===== src/rtl/hs_deserializer.sv =====
// HS receive deserializer: takes two serial bits per DDR clock, hunts for the
// sync byte at either bit phase, then emits LSB-first bytes every 4 cycles.
module hs_deserializer #(
  parameter logic [7:0] SYNC_WORD    = 8'hB8,
  parameter int         HUNT_TIMEOUT = 64,
  parameter bit         SOT_TOLERANT = 1'b1
) (
  input  logic       RxDDRClkHS,
  input  logic       RxRst,
  input  logic       Deserializer_Enable,
  input  logic       Serial_Bit1,
  input  logic       Serial_Bit2,
  output logic [7:0] RxByteHS_Data,
  output logic       RxValidHS,
  output logic       RxActiveHS,
  output logic       RxSyncHS,
  output logic       ErrSotHS,
  output logic       ErrSotSyncHS
);

  localparam int HCW = $clog2(HUNT_TIMEOUT + 1);

  typedef enum logic [1:0] {
    ST_IDLE = 2'd0,
    ST_HUNT = 2'd1,
    ST_DATA = 2'd2
  } state_t;

  state_t         r_state;
  logic [9:0]     r_hist;
  logic           r_phase;
  logic [1:0]     r_cnt;
  logic [HCW-1:0] r_hunt_cnt;
  logic [7:0]     r_byte;
  logic           r_valid;
  logic           r_active;
  logic           r_sync;
  logic           r_err_sot;
  logic           r_err_sync;

  logic [7:0]     w_win [2];
  logic [1:0]     w_exact;
  logic [1:0]     w_tol;
  logic           w_match;
  logic           w_match_phase;
  logic           w_match_tol;
  logic [HCW-1:0] w_hunt_cnt_inc;

  // Window gi ends on the newest bit minus gi; the bit just below it must be 0
  // for a tolerant match so a shifted sync cannot pass as a one-bit error.
  generate
    for (genvar gi = 0; gi < 2; gi++) begin : g_win
      logic [7:0] w_diff;
      assign w_win[gi]   = r_hist[9-gi -: 8];
      assign w_diff      = w_win[gi] ^ SYNC_WORD;
      assign w_exact[gi] = (w_diff == 8'd0);
      assign w_tol[gi]   = SOT_TOLERANT && (w_diff != 8'd0) &&
                           ((w_diff & (w_diff - 8'd1)) == 8'd0) &&
                           !r_hist[1-gi];
    end
  endgenerate

  always_comb begin
    w_match       = 1'b0;
    w_match_phase = 1'b0;
    w_match_tol   = 1'b0;
    if (w_exact[0]) begin
      w_match = 1'b1;
    end else if (w_exact[1]) begin
      w_match       = 1'b1;
      w_match_phase = 1'b1;
    end else if (w_tol[0]) begin
      w_match     = 1'b1;
      w_match_tol = 1'b1;
    end else if (w_tol[1]) begin
      w_match       = 1'b1;
      w_match_phase = 1'b1;
      w_match_tol   = 1'b1;
    end
  end

  assign w_hunt_cnt_inc = (r_hunt_cnt == HCW'(HUNT_TIMEOUT)) ? r_hunt_cnt
                                                             : r_hunt_cnt + 1'b1;

  always_ff @(posedge RxDDRClkHS) begin
    if (RxRst) begin
      r_state    <= ST_IDLE;
      r_hist     <= '0;
      r_phase    <= 1'b0;
      r_cnt      <= '0;
      r_hunt_cnt <= '0;
      r_byte     <= '0;
      r_valid    <= 1'b0;
      r_active   <= 1'b0;
      r_sync     <= 1'b0;
      r_err_sot  <= 1'b0;
      r_err_sync <= 1'b0;
    end else if (!Deserializer_Enable) begin
      // Lane left HS: drop any partial byte; the last good byte stays visible.
      r_state    <= ST_IDLE;
      r_hist     <= '0;
      r_cnt      <= '0;
      r_hunt_cnt <= '0;
      r_valid    <= 1'b0;
      r_active   <= 1'b0;
      r_sync     <= 1'b0;
      r_err_sot  <= 1'b0;
      r_err_sync <= 1'b0;
    end else begin
      r_hist    <= {Serial_Bit2, Serial_Bit1, r_hist[9:2]};
      r_valid   <= 1'b0;
      r_sync    <= 1'b0;
      r_err_sot <= 1'b0;
      case (r_state)
        ST_IDLE: begin
          r_state <= ST_HUNT;
        end
        ST_HUNT: begin
          r_hunt_cnt <= w_hunt_cnt_inc;
          if (w_hunt_cnt_inc == HCW'(HUNT_TIMEOUT)) begin
            r_err_sync <= 1'b1;
          end
          if (w_match) begin
            r_phase   <= w_match_phase;
            r_cnt     <= '0;
            r_state   <= ST_DATA;
            r_active  <= 1'b1;
            r_sync    <= 1'b1;
            r_err_sot <= w_match_tol;
          end
        end
        ST_DATA: begin
          r_cnt <= r_cnt + 2'd1;
          if (r_cnt == 2'd3) begin
            r_byte  <= r_phase ? w_win[1] : w_win[0];
            r_valid <= 1'b1;
          end
        end
        default: begin
          r_state <= ST_IDLE;
        end
      endcase
    end
  end

  assign RxByteHS_Data = r_byte;
  assign RxValidHS     = r_valid;
  assign RxActiveHS    = r_active;
  assign RxSyncHS      = r_sync;
  assign ErrSotHS      = r_err_sot;
  assign ErrSotSyncHS  = r_err_sync;

endmodule


===== config.mk =====
export PLATFORM = sky130hd
export DESIGN_NAME = hs_deserializer
export DESIGN_NICKNAME = d
export VERILOG_FILES = /design/src/rtl/hs_deserializer.sv
export SDC_FILE = /design/constraint.sdc
export NUM_CORES = 1
export LEC_CHECK = 0
export BUFFER_PORTS_ARGS = -buffer_cell sky130_fd_sc_hd__buf_2
export CORE_MARGIN = 10
export CORE_UTILIZATION = 60
export DETAILED_ROUTE_END_ITERATION = 12
export GPL_ROUTABILITY_DRIVEN = 1
export MAX_ROUTING_LAYER = met4
export PLACE_DENSITY = 0.92
export SYNTH_ARGS = -nofsm -noshare
export SYNTH_HDL_FRONTEND = slang
export SYNTH_SLANG_ARGS = --single-unit
export TNS_END_PERCENT = 30

===== constraint.sdc =====
create_clock -name RxDDRClkHS -period 3.45 [get_ports RxDDRClkHS]
set_clock_uncertainty 0.15 [all_clocks]
set_input_delay 0.5175 -clock RxDDRClkHS [delete_from_list [all_inputs] [get_ports RxDDRClkHS]]
set_output_delay 0.5175 -clock RxDDRClkHS [all_outputs]
set_load 0.02 [all_outputs]

Yosys cells after proc, flatten, opt, wreduce, memory -nomap -nowiden

Cells that the tools add are included.

Output and inout port bits: 13
Bits of input ports: 5
Register bits: 35
Logic and storage cells: 68

Reductions and logical operators: 24
Add/subtract/negate cells: 4
Equal/unequal tests: 6
Bitwise operators: 8
Multiplexer cells: 15

Operators with widths:

| cell                | number |
|---|---|
| $logic_not 8->1     | 4 |
| $and 8x8->8         | 2 |
| $reduce_bool 8->1   | 2 |
| $sub 8x1->8 const B | 2 |
| $eq 7x7->1 const B  | 2 |
| $mux 1              | 9 |
| $mux 8              | 1 |
| $not 4->4           | 2 |
| $reduce_and 2->1    | 4 |
| $add 7x1->7 const B | 1 |
| $mux 7              | 1 |
| $pmux 2 s3          | 1 |
| $reduce_and 3->1    | 2 |
| $reduce_or 3->1     | 2 |
| $reduce_or 6->1     | 1 |
| $eq 2x2->1 const B  | 2 |
| $logic_and 1x1->1   | 4 |
| $mux 2              | 2 |
| $not 1->1           | 4 |
| $pmux 2 s2          | 1 |
| $add 2x1->2 const B | 1 |
| $eq 2x1->1 const B  | 1 |
| $logic_not 1->1     | 2 |
| $logic_not 2->1     | 1 |
| 3 further kinds     | 3 |

Depth between registers and ports, before layout

Depth after elaboration: 12
Gate-level depth with buffers: 8

Worst setup path after synthesis

OpenSTA, ideal clock, no wires.

Path type: reg2reg
Start: register r_hist[3]
End: register r_sync (netlist: RxSyncHS)
Path slack: 1570 ps
Data arrival time: 1670 ps
Buffers on the path: 1
Data required time: 3241 ps
Period minus slack after synthesis: 1880 ps
Library setup time: 59 ps
Stages on the path, launching flop included: 8
Path through: dfxtp_1 buf_6 nor4b_4 nor2_1 o31a_1 o31a_1 a21oi_2 and2_1

Longest elaborated chain between the ends: 10

Ends and longest elaborated chain:

| item                   | line | RTL |
|---|---|---|
| start, declared        | 30   | `logic [9:0] r_hist;` |
| start signal, assigned | 110  | `r_hist <= {Serial_Bit2, Serial_Bit1, r_hist[9:2]};` |
| $sub 8x1->8            | 58   | `((w_diff & (w_diff - 8'd1)) == 8'd0) &&` |
| $and 8x8->8            | 58   |  |
| $logic_not 8->1        | 58   |  |
| $logic_and 1x1->1      | 57   | `assign w_tol[gi] = SOT_TOLERANT && (w_diff != 8'd0) &&` |
| $logic_and 1x1->1      | 58   |  |
| $mux 1                 | 75   | `end else if (w_tol[1]) begin` |
| $mux 1                 | 72   | `end else if (w_tol[0]) begin` |
| $mux 1                 | 69   | `end else if (w_exact[1]) begin` |
| $mux 1 (*)             | 67   | `if (w_exact[0]) begin` |
| $mux 1 (*)             | 123  | `if (w_match) begin` |
| end signal, assigned   | 95   | `r_sync <= 1'b0;` |
| end signal, assigned   | 112  | `r_sync <= 1'b0;` |
| end signal, assigned   | 128  | `r_sync <= 1'b1;` |
| end, declared          | 37   | `logic r_sync;` |

Every way passes the cells marked *; elsewhere a longest branch is shown, timed or not.
A chain may end at the register's enable or synchronous reset.

Worst setup path in the final report

Start: register r_hunt_cnt[1]
End: register r_err_sync (netlist: ErrSotSyncHS)

Longest elaborated chain between the ends: 4

Ends and longest elaborated chain:

| item                                      | line   | RTL |
|---|---|---|
| start, declared                           | 33     | `logic [HCW-1:0] r_hunt_cnt;` |
| start signal, assigned                    | 119    | `r_hunt_cnt <= w_hunt_cnt_inc;` |
| $add 7x1->7 or $eq 7x7->1 (tied branches) | 83, 82 |  |
| $mux 7 (*)                                | 82     | `assign w_hunt_cnt_inc = (r_hunt_cnt == HCW'(HUNT_TIMEOUT)) ? r_hunt_cnt` |
| $eq 7x7->1 (*)                            | 120    | `if (w_hunt_cnt_inc == HCW'(HUNT_TIMEOUT)) begin` |
| $reduce_and 2->1 (no source line) (*)     | --     |  |
| end signal, assigned                      | 97     | `r_err_sync <= 1'b0;` |
| end signal, assigned                      | 108    | `r_err_sync <= 1'b0;` |
| end signal, assigned                      | 121    | `r_err_sync <= 1'b1;` |
| end, declared                             | 39     | `logic r_err_sync;` |

Marked as above.

==> metrics.txt <==
# TYPE chip_impl_metric gauge
chip_impl_metric{name="synthesis.nets",unit=""} 195
chip_impl_metric{name="synth_enable_flop_cells",unit=""} 0
chip_impl_metric{name="power.density",unit="nW/um^2"} 368
chip_impl_metric{name="setup-violations-final",unit=""} 0
chip_impl_metric{name="synth_cell_type_count",unit=""} 40
chip_impl_metric{name="global_route.overflow_total",unit=""} 0
chip_impl_metric{name="synth_top_area_share",unit="%"} 41.9
chip_impl_metric{name="buffer_depth_of_the_longest_clock_path",unit=""} 2
chip_impl_info{name="synth_top_cells_by_area",value="dfxtp_1 (42%), mux2i_1 (6.6%), nor2_1 (6.1%)"} 1
chip_impl_metric{name="asyncSetResetFlopFracSynth",unit="%"} 0
chip_impl_metric{name="ys_seq_elements",unit=""} 35
chip_impl_metric{name="relSlewSlack",unit="%"} 50.2
chip_impl_metric{name="grt_usage",unit="%"} 12.7
chip_impl_metric{name="num_vias",unit=""} 1312
chip_impl_metric{name="post-route-drc-count",unit=""} 0
chip_impl_metric{name="dpl_cell_area",unit="um^2"} 1730
chip_impl_info{name="hp-class",value="in2reg"} 1
chip_impl_metric{name="post_synth_inst_count",unit=""} 187
chip_impl_metric{name="synth.avg_cell_area",unit="um^2"} 8.94
chip_impl_metric{name="diodes",unit=""} 0
chip_impl_metric{name="wl",unit="um"} 3130
chip_impl_metric{name="area.growth.synth_to_final",unit="%"} 6.59
chip_impl_metric{name="design.portCount",unit=""} 18
chip_impl_metric{name="maxCapViolations",unit=""} 0
chip_impl_metric{name="layout_min_cycle_time",unit="ps"} 2120
chip_impl_metric{name="timing.setup.tns",unit="ps"} 0
chip_impl_metric{name="syn_area",unit="um^2"} 1670
chip_impl_metric{name="final_max_slew_viol_count",unit=""} 0
chip_impl_metric{name="avgRoutedWirePerCell",unit="um"} 13.7
chip_impl_metric{name="placed_cells_incl_taps",unit=""} 222
chip_impl_metric{name="detail_route.first_pass.iterations",unit=""} 6
chip_impl_info{name="tritoncts",value="done"} 1
chip_impl_metric{name="cts.hold.buffers_added",unit=""} 0
chip_impl_info{name="timing.setup.critical_path_class",value="reg2reg"} 1
chip_impl_metric{name="timing.final.hold_violations",unit=""} 0
chip_impl_info{name="synthTopCellsByCount",value="dfxtp_1 (35), nor2_1 (27), and2_1 (11), mux2i_1 (11)"} 1
chip_impl_info{name="timing.critical_path.to_type",value="flip-flop"} 1
chip_impl_metric{name="core.rowCount",unit=""} 19
chip_impl_metric{name="drt_iter0_markers",unit=""} 99
chip_impl_metric{name="final.period_utilization",unit="%"} 61.3
chip_impl_metric{name="numCtsBuffers",unit=""} 5
chip_impl_metric{name="yosys_synthesis_warning_count",unit=""} 0
chip_impl_metric{name="worstPathRequired",unit="ps"} 3590
chip_impl_metric{name="postCtsSetupBuffers",unit=""} 0
chip_impl_metric{name="floorplan.initialDensity",unit="%"} 61.7
chip_impl_info{name="cell_at_the_root_of_the_clock_tree",value="clkbuf_4"} 1
chip_impl_metric{name="max-vdd-ir-drop",unit="V"} 0.000382
chip_impl_metric{name="die_height",unit="um"} 72.8
chip_impl_metric{name="drive_gt1_share",unit="%"} 14.1
chip_impl_info{name="unrepaired_setup_endpoints_after_global_routing",value="false"} 1
chip_impl_metric{name="antenna_found_initial",unit=""} 0
chip_impl_metric{name="via_per_inst",unit=""} 5.73
chip_impl_metric{name="worst_path_fanout_max",unit=""} 6
chip_impl_metric{name="place.detailed.hpwl",unit="um"} 2240
chip_impl_metric{name="dieWidth",unit="um"} 72.8
chip_impl_metric{name="globalplace.congestion",unit=""} 0.864
chip_impl_metric{name="final_area",unit="um^2"} 1780
chip_impl_metric{name="timing.critical_path.arrival",unit="ps"} 2260
chip_impl_metric{name="post_cts.resized_instances",unit=""} 0
chip_impl_metric{name="clkLatencyLatePin",unit="ps"} 340
chip_impl_info{name="yosysMostFrequentCell",value="dfxtp_1"} 1
chip_impl_metric{name="instances_no_fill",unit=""} 229
chip_impl_info{name="critPathLaunchType",value="flip-flop"} 1
chip_impl_metric{name="max_freq",unit="MHz"} 473
chip_impl_metric{name="synth.yosys.seq_area_share",unit="%"} 41.9
chip_impl_metric{name="fp.dieArea",unit="um^2"} 5300
chip_impl_metric{name="vias_in_the_first_global_route",unit=""} 1161
chip_impl_metric{name="placeableCoreArea",unit="um^2"} 2710
chip_impl_metric{name="clkTransAtPathRegs",unit="ps"} 100
chip_impl_info{name="synth_flop_cell",value="dfxtp_1"} 1
chip_impl_metric{name="final.hold.worst_slack",unit="ps"} 225
chip_impl_metric{name="first_pass_grt_wire_length",unit="um"} 5190
chip_impl_metric{name="drtAntennaViolNets",unit=""} 0
chip_impl_metric{name="finish.net_count",unit=""} 206
chip_impl_info{name="status",value="completed"} 1
chip_impl_metric{name="htree_levels",unit=""} 2
chip_impl_info{name="synth.largest_area_cell",value="dfxtp_1"} 1
chip_impl_metric{name="port_buffers",unit=""} 17
chip_impl_metric{name="maximum_number_of_pins_on_one_net_before_global_route_repair",unit=""} 18
chip_impl_metric{name="max_slew.worst_pin.slew",unit="ps"} 744
chip_impl_metric{name="clock-sinks",unit=""} 35
chip_impl_metric{name="p_leak",unit="nW"} 0.638
through the flow:
| step | util (%) | power, mW | worst slack, ps |
|---|---|---|---|
| finish | 65.7 | 0.655 | 1330 |
| global route | 65.7 | 0.679 | 1080 |
| detailed placement | 63.7 | 0.440 | 1370 |
| CTS | 65.7 | 0.662 | 1350 |
| global placement | 63.7 | 0.439 | 1370 |
| floorplan | - | 0.434 | 1570 |
power by group:
part / internal [mW] / switching, mW / leakage (nW)
Clock: 0.0943 / 0.131 / 0.0341
Combinational: 0.00699 / 0.0126 / 0.322
Sequential: 0.406 / 0.00426 / 0.283
Total: 0.508 / 0.147 / 0.638
cell type report:
| class | instances | area (um^2) |
|---|---|---|
| fillers | 236 | 928 |
| clock inverters | 1 | 5.00 |
| repair buffers | 17 | 85.1 |
| well taps | 31 | 38.8 |
| multi-input cells | 134 | 882 |
| clock buffers | 6 | 51.3 |
| inverters | 5 | 18.8 |
| flip-flops and latches | 35 | 701 |
worst max-delay path, cell delays in order (launching register included):
cell,delay [ps]
dfxtp_1,380
inv_1,110
ha_1,140
nand2_1,60
nor4b_2,530
nand3_1,130
a2111oi_0,410
o21a_1,150
worst paths after layout:
| path | startpoint | to | slack, ps | cells past startpoint |
|---|---|---|---|---|
| max | r_hunt_cnt[1] | ErrSotSyncHS | 1330 | 7 |
| min | Serial_Bit1 | r_hist[8] | 220 | 2 |
| max reg2reg | r_hunt_cnt[1] | ErrSotSyncHS | 1330 | 7 |
| min reg2reg | r_state[1] | r_state[0] | 330 | 1 |
state kept, by name (all words and copies together) (netlist names), 2 cells and up:
register,cells
r_state,2
r_cnt,2
r_hunt_cnt,7
r_hist,10
RxByteHS_Data,8
cells by family after synthesis:
group	share of synthesized area, %
compound gates	15.0
simple gates	25.3
fa+ha+maj	2.25
xor+xnor	3.67
flops	41.9
mux	6.59
buf+inv	5.31
layer usage:
layer,up-vias,global-route usage (%),wire (um)
met5,-,-,0
met4,0,9.28,76
met3,10,3.67,146
met2,25,18.0,1350
met1,596,14.8,1560
li1,681,-,-
cells in the final DEF, fill, tap and decap left out, types with 3 or more instances in the layout:
master      n
dfxtp_1    35
nor2_1     27
buf_2      17
mux2i_1    11
and2_1     11
nand2_1     9
a211oi_1    9
nor3_1      8
inv_1       5
xnor2_1     5
nor2b_1     5
clkbuf_4    5
nand2b_1    4
a21oi_1     4
nand3_1     3
a2111oi_0   3
o21a_1      3
o21ai_0     3
nand4_1     3
ha_1        3
(Power assumes the default switching activity.)
